$ cat config.mk
export PLATFORM = sky130hd
export DESIGN_NAME = sisc_mem_arb
export DESIGN_NICKNAME = d
export VERILOG_FILES = /design/src/rtl/sisc_mem_arb.sv
export SDC_FILE = /design/constraint.sdc
export NUM_CORES = 1
export LEC_CHECK = 0
export CORE_ASPECT_RATIO = 1.75
export CORE_MARGIN = 1
export CORE_UTILIZATION = 39
export CTS_BUF_LIST = sky130_fd_sc_hd__clkbuf_2 sky130_fd_sc_hd__clkbuf_4 sky130_fd_sc_hd__clkbuf_8
export CTS_CLUSTER_SIZE = 25
export DETAILED_ROUTE_END_ITERATION = 16
export PLACE_DENSITY_LB_ADDON = 0.12
export RECOVER_POWER = 100
export SYNTH_ARGS = -nofsm -noshare
export SYNTH_HDL_FRONTEND = slang
export SYNTH_SLANG_ARGS = --single-unit
export TNS_END_PERCENT = 1
$ cat constraint.sdc
create_clock -name clk -period 1.9 [get_ports clk]
set_clock_uncertainty 0.2 [all_clocks]
set_input_delay 0.38 -clock clk [delete_from_list [all_inputs] [get_ports clk]]
set_output_delay 0.38 -clock clk [all_outputs]
set_load 0.005 [all_outputs]
$ cat src/rtl/sisc_mem_arb.sv
// rtl/sisc_mem_arb.sv - shared-memory arbiter and access sequencer for the SISC fetch and data paths
// Serialises fetch and LOD/STR accesses onto the single-ported memory; every output is registered.
module sisc_mem_arb #(
  parameter int AW         = 16,
  parameter int DW         = 32,
  parameter int WAIT       = 2,
  parameter int STARVE_MAX = 3
) (
  input  logic          clk,
  input  logic          rst,
  input  logic          hold,
  input  logic          if_req,
  input  logic [AW-1:0] if_addr,
  output logic          if_gnt,
  output logic          if_rvalid,
  input  logic          dm_req,
  input  logic          dm_we,
  input  logic [AW-1:0] dm_addr,
  input  logic [DW-1:0] dm_wdata,
  output logic          dm_gnt,
  output logic          dm_rvalid,
  output logic [DW-1:0] rdata,
  output logic          mem_en,
  output logic          mem_we,
  output logic [AW-1:0] mem_addr,
  output logic [DW-1:0] mem_wdata,
  input  logic [DW-1:0] mem_rdata,
  output logic          busy
);

  typedef enum logic [1:0] {IDLE, ACCESS, RESP} state_t;

  state_t        state, state_n;
  logic [3:0]    wait_cnt, wait_cnt_n;
  logic [2:0]    starve_cnt, starve_cnt_n;
  logic          sel_dm, sel_dm_n;
  logic          sel_we, sel_we_n;
  logic [AW-1:0] addr_n;
  logic [DW-1:0] wdata_n;
  logic          grant;
  logic          finish;

  // mem_addr/mem_wdata double as the latched request, so they stay constant through ACCESS
  always_comb begin
    state_n      = state;
    wait_cnt_n   = wait_cnt;
    starve_cnt_n = starve_cnt;
    sel_dm_n     = sel_dm;
    sel_we_n     = sel_we;
    addr_n       = mem_addr;
    wdata_n      = mem_wdata;
    grant        = 1'b0;
    finish       = 1'b0;
    case (state)
      IDLE: begin
        if (!hold && (if_req || dm_req)) begin
          grant      = 1'b1;
          state_n    = ACCESS;
          wait_cnt_n = 4'(WAIT - 1);
          if (dm_req && !(if_req && starve_cnt == 3'(STARVE_MAX))) begin
            sel_dm_n = 1'b1;
            sel_we_n = dm_we;
            addr_n   = dm_addr;
            wdata_n  = dm_wdata;
            if (if_req) starve_cnt_n = starve_cnt + 3'd1;
          end else begin
            sel_dm_n     = 1'b0;
            sel_we_n     = 1'b0;
            addr_n       = if_addr;
            starve_cnt_n = 3'd0;
          end
        end
      end
      ACCESS: begin
        if (wait_cnt == 4'd0) begin
          finish  = 1'b1;
          state_n = RESP;
        end else begin
          wait_cnt_n = wait_cnt - 4'd1;
        end
      end
      RESP:    state_n = IDLE;
      default: state_n = IDLE;
    endcase
  end

  always_ff @(posedge clk) begin
    if (rst) begin
      state      <= IDLE;
      wait_cnt   <= 4'd0;
      starve_cnt <= 3'd0;
      sel_dm     <= 1'b0;
      sel_we     <= 1'b0;
      if_gnt     <= 1'b0;
      dm_gnt     <= 1'b0;
      if_rvalid  <= 1'b0;
      dm_rvalid  <= 1'b0;
      mem_en     <= 1'b0;
      mem_we     <= 1'b0;
      mem_addr   <= '0;
      mem_wdata  <= '0;
      rdata      <= '0;
      busy       <= 1'b0;
    end else begin
      state      <= state_n;
      wait_cnt   <= wait_cnt_n;
      starve_cnt <= starve_cnt_n;
      sel_dm     <= sel_dm_n;
      sel_we     <= sel_we_n;
      mem_addr   <= addr_n;
      mem_wdata  <= wdata_n;
      if_gnt     <= grant & ~sel_dm_n;
      dm_gnt     <= grant & sel_dm_n;
      if_rvalid  <= finish & ~sel_dm;
      dm_rvalid  <= finish & sel_dm;
      mem_en     <= (state_n == ACCESS);
      mem_we     <= (state_n == ACCESS) & sel_we_n;
      busy       <= (state_n != IDLE);
      if (finish && !sel_we) rdata <= mem_rdata;
    end
  end

endmodule

; Word level (Yosys, flattened, before mapping)
; Cells that the tools add are included.
; W data, S select, Z words.
[op_classes]
n_addsub = 2
eq_ne = 6
mux = 19
bitwise = 7
n_reduce_logical = 16
[ops]
columns = op, n
row1 = $mux W16, 1
row2 = $mux W1, 10
row3 = $reduce_and A3 Y1, 3
row4 = $mux W4, 2
row5 = $pmux W4 S2, 1
row6 = $mux W3, 2
row7 = $ne A2 B2 Y1 const B, 3
row8 = $and A1 B1 Y1, 5
row9 = $eq A2 B1 Y1 const B, 2
row10 = $logic_and A1 B1 Y1, 4
row11 = $logic_not A4 Y1, 1
row12 = $mux W2, 2
row13 = $pmux W2 S2, 1
row14 = $reduce_bool A2 Y1, 2
row15 = $sub A4 B1 Y4 const B, 1
row16 = $add A3 B1 Y3 const B, 1
row17 = $eq A3 B2 Y1 const B, 1
row18 = $logic_not A1 Y1, 3
row19 = $logic_not A2 Y1, 1
row20 = $not A1 Y1, 2
row21 = $reduce_and A2 Y1, 1
row22 = $logic_or A1 B1 Y1, 1
[word_totals]
register_bits = 98
in_bits = 102
output_inout_bits = 87
wordCells = 65

; Longest topological paths before layout
[logic_depth]
depth_word = 9
depth_mapped = 7
depth_no_buf = 5

; Least setup slack after synthesis
; OpenSTA, ideal clock, no wires.
[synth_path]
path_kind = register to register
startpoint = register wait_cnt[0]
endpoint = register rdata[10]
setup_ns = 0.072
arrival_ns = 1.657
t_required_ns = 1.628
slack_ns = -0.028
stages_incl_launch_ff = 8
path_buffers = 2
period_less_slack_ns = 1.928
path_cell_list = dfxtp_1 inv_1 ha_1 or3b_1 buf_6 nor3_4 buf_8 mux2i_1
[synth_between]
elab_chain_cells = 4
[synth_rtl]
columns = item, line
row1 = start: declaration, 34  ; logic [3:0] wait_cnt, wait_cnt_n;
row2 = start signal: assignment, 106  ; wait_cnt <= wait_cnt_n;
row3 = $logic_not A4 Y1, 75  ; if (wait_cnt == 4'd0) begin
row4 = $mux W1, 75
row5 = $mux W1, 54  ; case (state)
row6 = $logic_and A1 B1 Y1, 119  ; if (finish && !sel_we) rdata <= mem_rdata;
row7 = end signal: assignment, 119
row8 = end: declaration, 22  ; output logic [DW-1:0] rdata,
; Every way passes these cells.
; A chain may end at the register's enable or synchronous reset.

; Final worst setup path
[layout_path]
startpoint = register wait_cnt[0]
endpoint = register rdata[17]
; The elaborated chain is that of the path after synthesis.

==> results.toml <==
[synth]
synth-edff-count = 0
yosys_register_bits = 98
yosysMostFrequentCell = "dfxtp_1"
synth_top_family_by_area = "simple AND/OR/NAND/NOR gates"
synthCells = 455
synth_area_sq_mm = 0.00423
synth_common_cells = "dfxtp_1 (98), a21oi_1 (55), or2b_2 (43)"
synthDistinctLibCells = 42
synth_mux_area_share_pct = 7.57
synthSimpleGateAreaFrac_pct = 23.6
synth_top_cell_area_share_pct = 46.4
synth.top_cells.by_area = "dfxtp_1 (46%), or2b_2 (8.9%), mux2i_1 (7.6%)"
synth-xor-area-share_pct = 0
ys_seq_area_share_pct = 46.4
synth_warnings = 0
synth.avg_cell_area_sq_um = 9.30
yosys.area.top_type = "dfxtp_1"
ys.flop_type = "dfxtp_1"
synth.net_count = 561
synth_compound_area_share_pct = 15.8
synthAdderAreaFrac_pct = 1.18
async_flop_share_pct = 0

[critical_path]
reg2reg_setup_slack_ns = -0.06
critical_path_required_ns = 1.98
r2r-start = "wait_cnt[0]"
worstSetupPathType = "flip-flop to flip-flop"
crit_family = "simple AND/OR/NAND/NOR gates"
ff2ff_path_depth = 7
crit_buf_inv = 3
critPathLaunch = "wait_cnt[0]"
cp_max_fo = 8
slowest_delay_ns = 0.41
r2r-end = "rdata[17]"
crit_path_top_delay_cell = "or3b_4"
cp_cell_sequence = "inv_2 > ha_4 > or3b_4 > nor3_4 > buf_6 > buf_12 > mux2i_1"
cp-end-kind = "flip-flop"
cp_data_arrival_time_ns = 2.04
crit_path_start_kind = "flip-flop"

[die]
ios = 189
fp.dieH_microns = 140
rows = 50
initial_core_util_pct = 39.8
die_w_microns = 80.7
core-area_sq_mm = 0.0106
fp.dieArea_sq_mm = 0.0113

[run_status]
status = "complete, but fails checks"
violations = "negative setup slack"

[detailed_routing]
drc = 0
wire_per_inst_microns = 15.4
detail_route.iter0.violations = 93
wl_microns = 12000
dr.pass1.iters = 4
drtAntennaViolNets = 0
viasPerCell = 5.08
vias = 3983

[pwr]
switching_share_pct = 25.1
pwr-share-comb_pct = 22.5
p_seq_share_pct = 46.6
p_int_uw = 3610
clkPwrFrac_pct = 30.9
p_per_area_mw_per_mm2 = 711
p_switching_uw = 1210
vdd_ir_drop_max_v = 0.000445
p_leak_uw = 0.00244

[sta]
tightest_slew_ns = 0.452
fin_ws_ns = -0.0620
slew_viol_final = 0
period_share_pct = 103
max_slew_margin_pct = 69.9
hold_viol_final = 0
setup_viol = 32
fmax_mhz = 510
min_period_ns = 1.96
tns_ns = -1.18
rsz0062_at_grt = "true"

[layout]
fin_cells = 784
fillers = 938
layout-drive-gt1-share_pct = 17.7
area_delta_synth_final_pct = 60.0
n_antenna_cell = 0
register_area_sq_mm = 0.00197
multiInputGateArea_sq_mm = 0.00209
final_nets = 755
fin_area_sq_mm = 0.00677
finish.utilization_pct = 63.7

[global_routing]
grt_overflow = 0
antenna_found_initial = 0
track_usage_pct = 21.6
grt_max_degree = 39
grt_pass1_vias = 3984
grt_pass1_wl_microns = 19000

[clock_tree]
numCtsBuffers = 9
hold_buffers = 0
cts_sinks = 98
cts_tree = "done"
htreeDepth = 3
insertion_delay_ns = 0.36
clk_pin_slew_ns = 0.09
cts-root-buf = "clkbuf_8"
cts_buffer_depth = 2

[placement]
hpwl_microns = 8290
gp_congestion = 0.751
place_area_sq_mm = 0.00641
place_inst = 762
portBuffers = 188

[worst_hold_path]
hold_path_depth = 2
hold_end = "busy"
min_from = "rst"
hold_path_class = "input pin to flip-flop"

[job]
drv_cap = 0
-- worst max path at each step --
stage | end | slack [ns] | depth (start not counted)
global route | rdata[17] | -0.14 | 7
CTS | rdata[17] | -0.09 | 6
global placement | starve_cnt[2] | -0.16 | 4
floorplan | rdata[10] | -0.03 | 7
detailed placement | mem_wdata[10] | -0.18 | 5
finish | rdata[17] | -0.06 | 7
-- timing repair --
item                       CTS  global route
cloned                       1             2
pin swaps                    0             2
buffers inserted             0             3
setup endpoints to repair   34            70
gates resized for setup      3            18
-- power groups by stage --
stage          combinational (uW)  sequential, uW  clock, uW
6_report                     1080            2250       1490
5_1_grt                      1170            2260       1640
4_1_cts                      1060            2240       1540
3_5_place_dp                 1030            2290          0
3_3_place_gp                 1020            2280          0
2_1_floorplan                 419            2290          0
-- worst register-to-register path: cells and delay by family (launching register included) --
kind	cells	cell delay, ns
mux	1	0.21
simple gates	2	0.64
flops	1	0.34
fa+ha+maj	1	0.13
buf+inv	3	0.37
-- per-stage QoR --
stage / worst slack [ns] / power, uW / hold slack, ns
5_1_grt: -0.139 / 5070 / 0.212
2_1_floorplan: -0.0283 / 2710 / 0.205
3_3_place_gp: -0.163 / 3300 / 0.250
6_report: -0.0620 / 4820 / 0.214
3_5_place_dp: -0.176 / 3320 / 0.251
4_1_cts: -0.0892 / 4840 / 0.191
-- cells in the final DEF (no fill, tap or decap), drive strengths merged, types with 2 or more instances in the layout --
cell type        n
clkdlybuf4s50  187
dfxtp           98
a21oi           55
or2b            43
nand2           39
o21ai           36
buf             35
nand3           32
mux2i           32
nand2b          23
a311oi          16
clkbuf          12
inv              5
or3              4
ha               4
nor3             3
nor2             3
nor2b            2
or4b             2
nor4             2
bufinv           2
a211oi           2
clkinv           2
-- kinds of logic (layout without fill, tap and decap cells) --
group / after synthesis / in the layout
and+or+nand+nor: 160 / 160
AOI/OAI and AO/OA: 116 / 116
DFF: 98 / 98
buffers and inverters: 45 / 244
muxes: 32 / 32
adders and majority gates: 4 / 4
-- registers in the layout, indices dropped and copies added (netlist names) --
register    cells
mem_addr       16
if_rvalid       1
if_gnt          1
sel_dm          1
mem_we          1
mem_wdata      32
mem_en          1
starve_cnt      3
sel_we          1
dm_gnt          1
state           2
rdata          32
dm_rvalid       1
busy            1
wait_cnt        4
-- routing by layer --
layer / routed length, microns / track usage [%]
met1: 4820 / 25.2
met2: 6270 / 37.2
met3: 724 / 5.44
met4: 221 / 7.71
met5: 0 / 0
-- cell type report --
type | count | area share (%)
repair buffers | 224 | 34.2
multi-input cells | 312 | 30.8
flip-flops and latches | 98 | 29.0
inverters | 4 | 0.222
clock inverters | 6 | 1.33
well taps | 130 | 2.40
clock buffers | 10 | 1.94
Note: power is estimated with default switching activity, not from simulation.
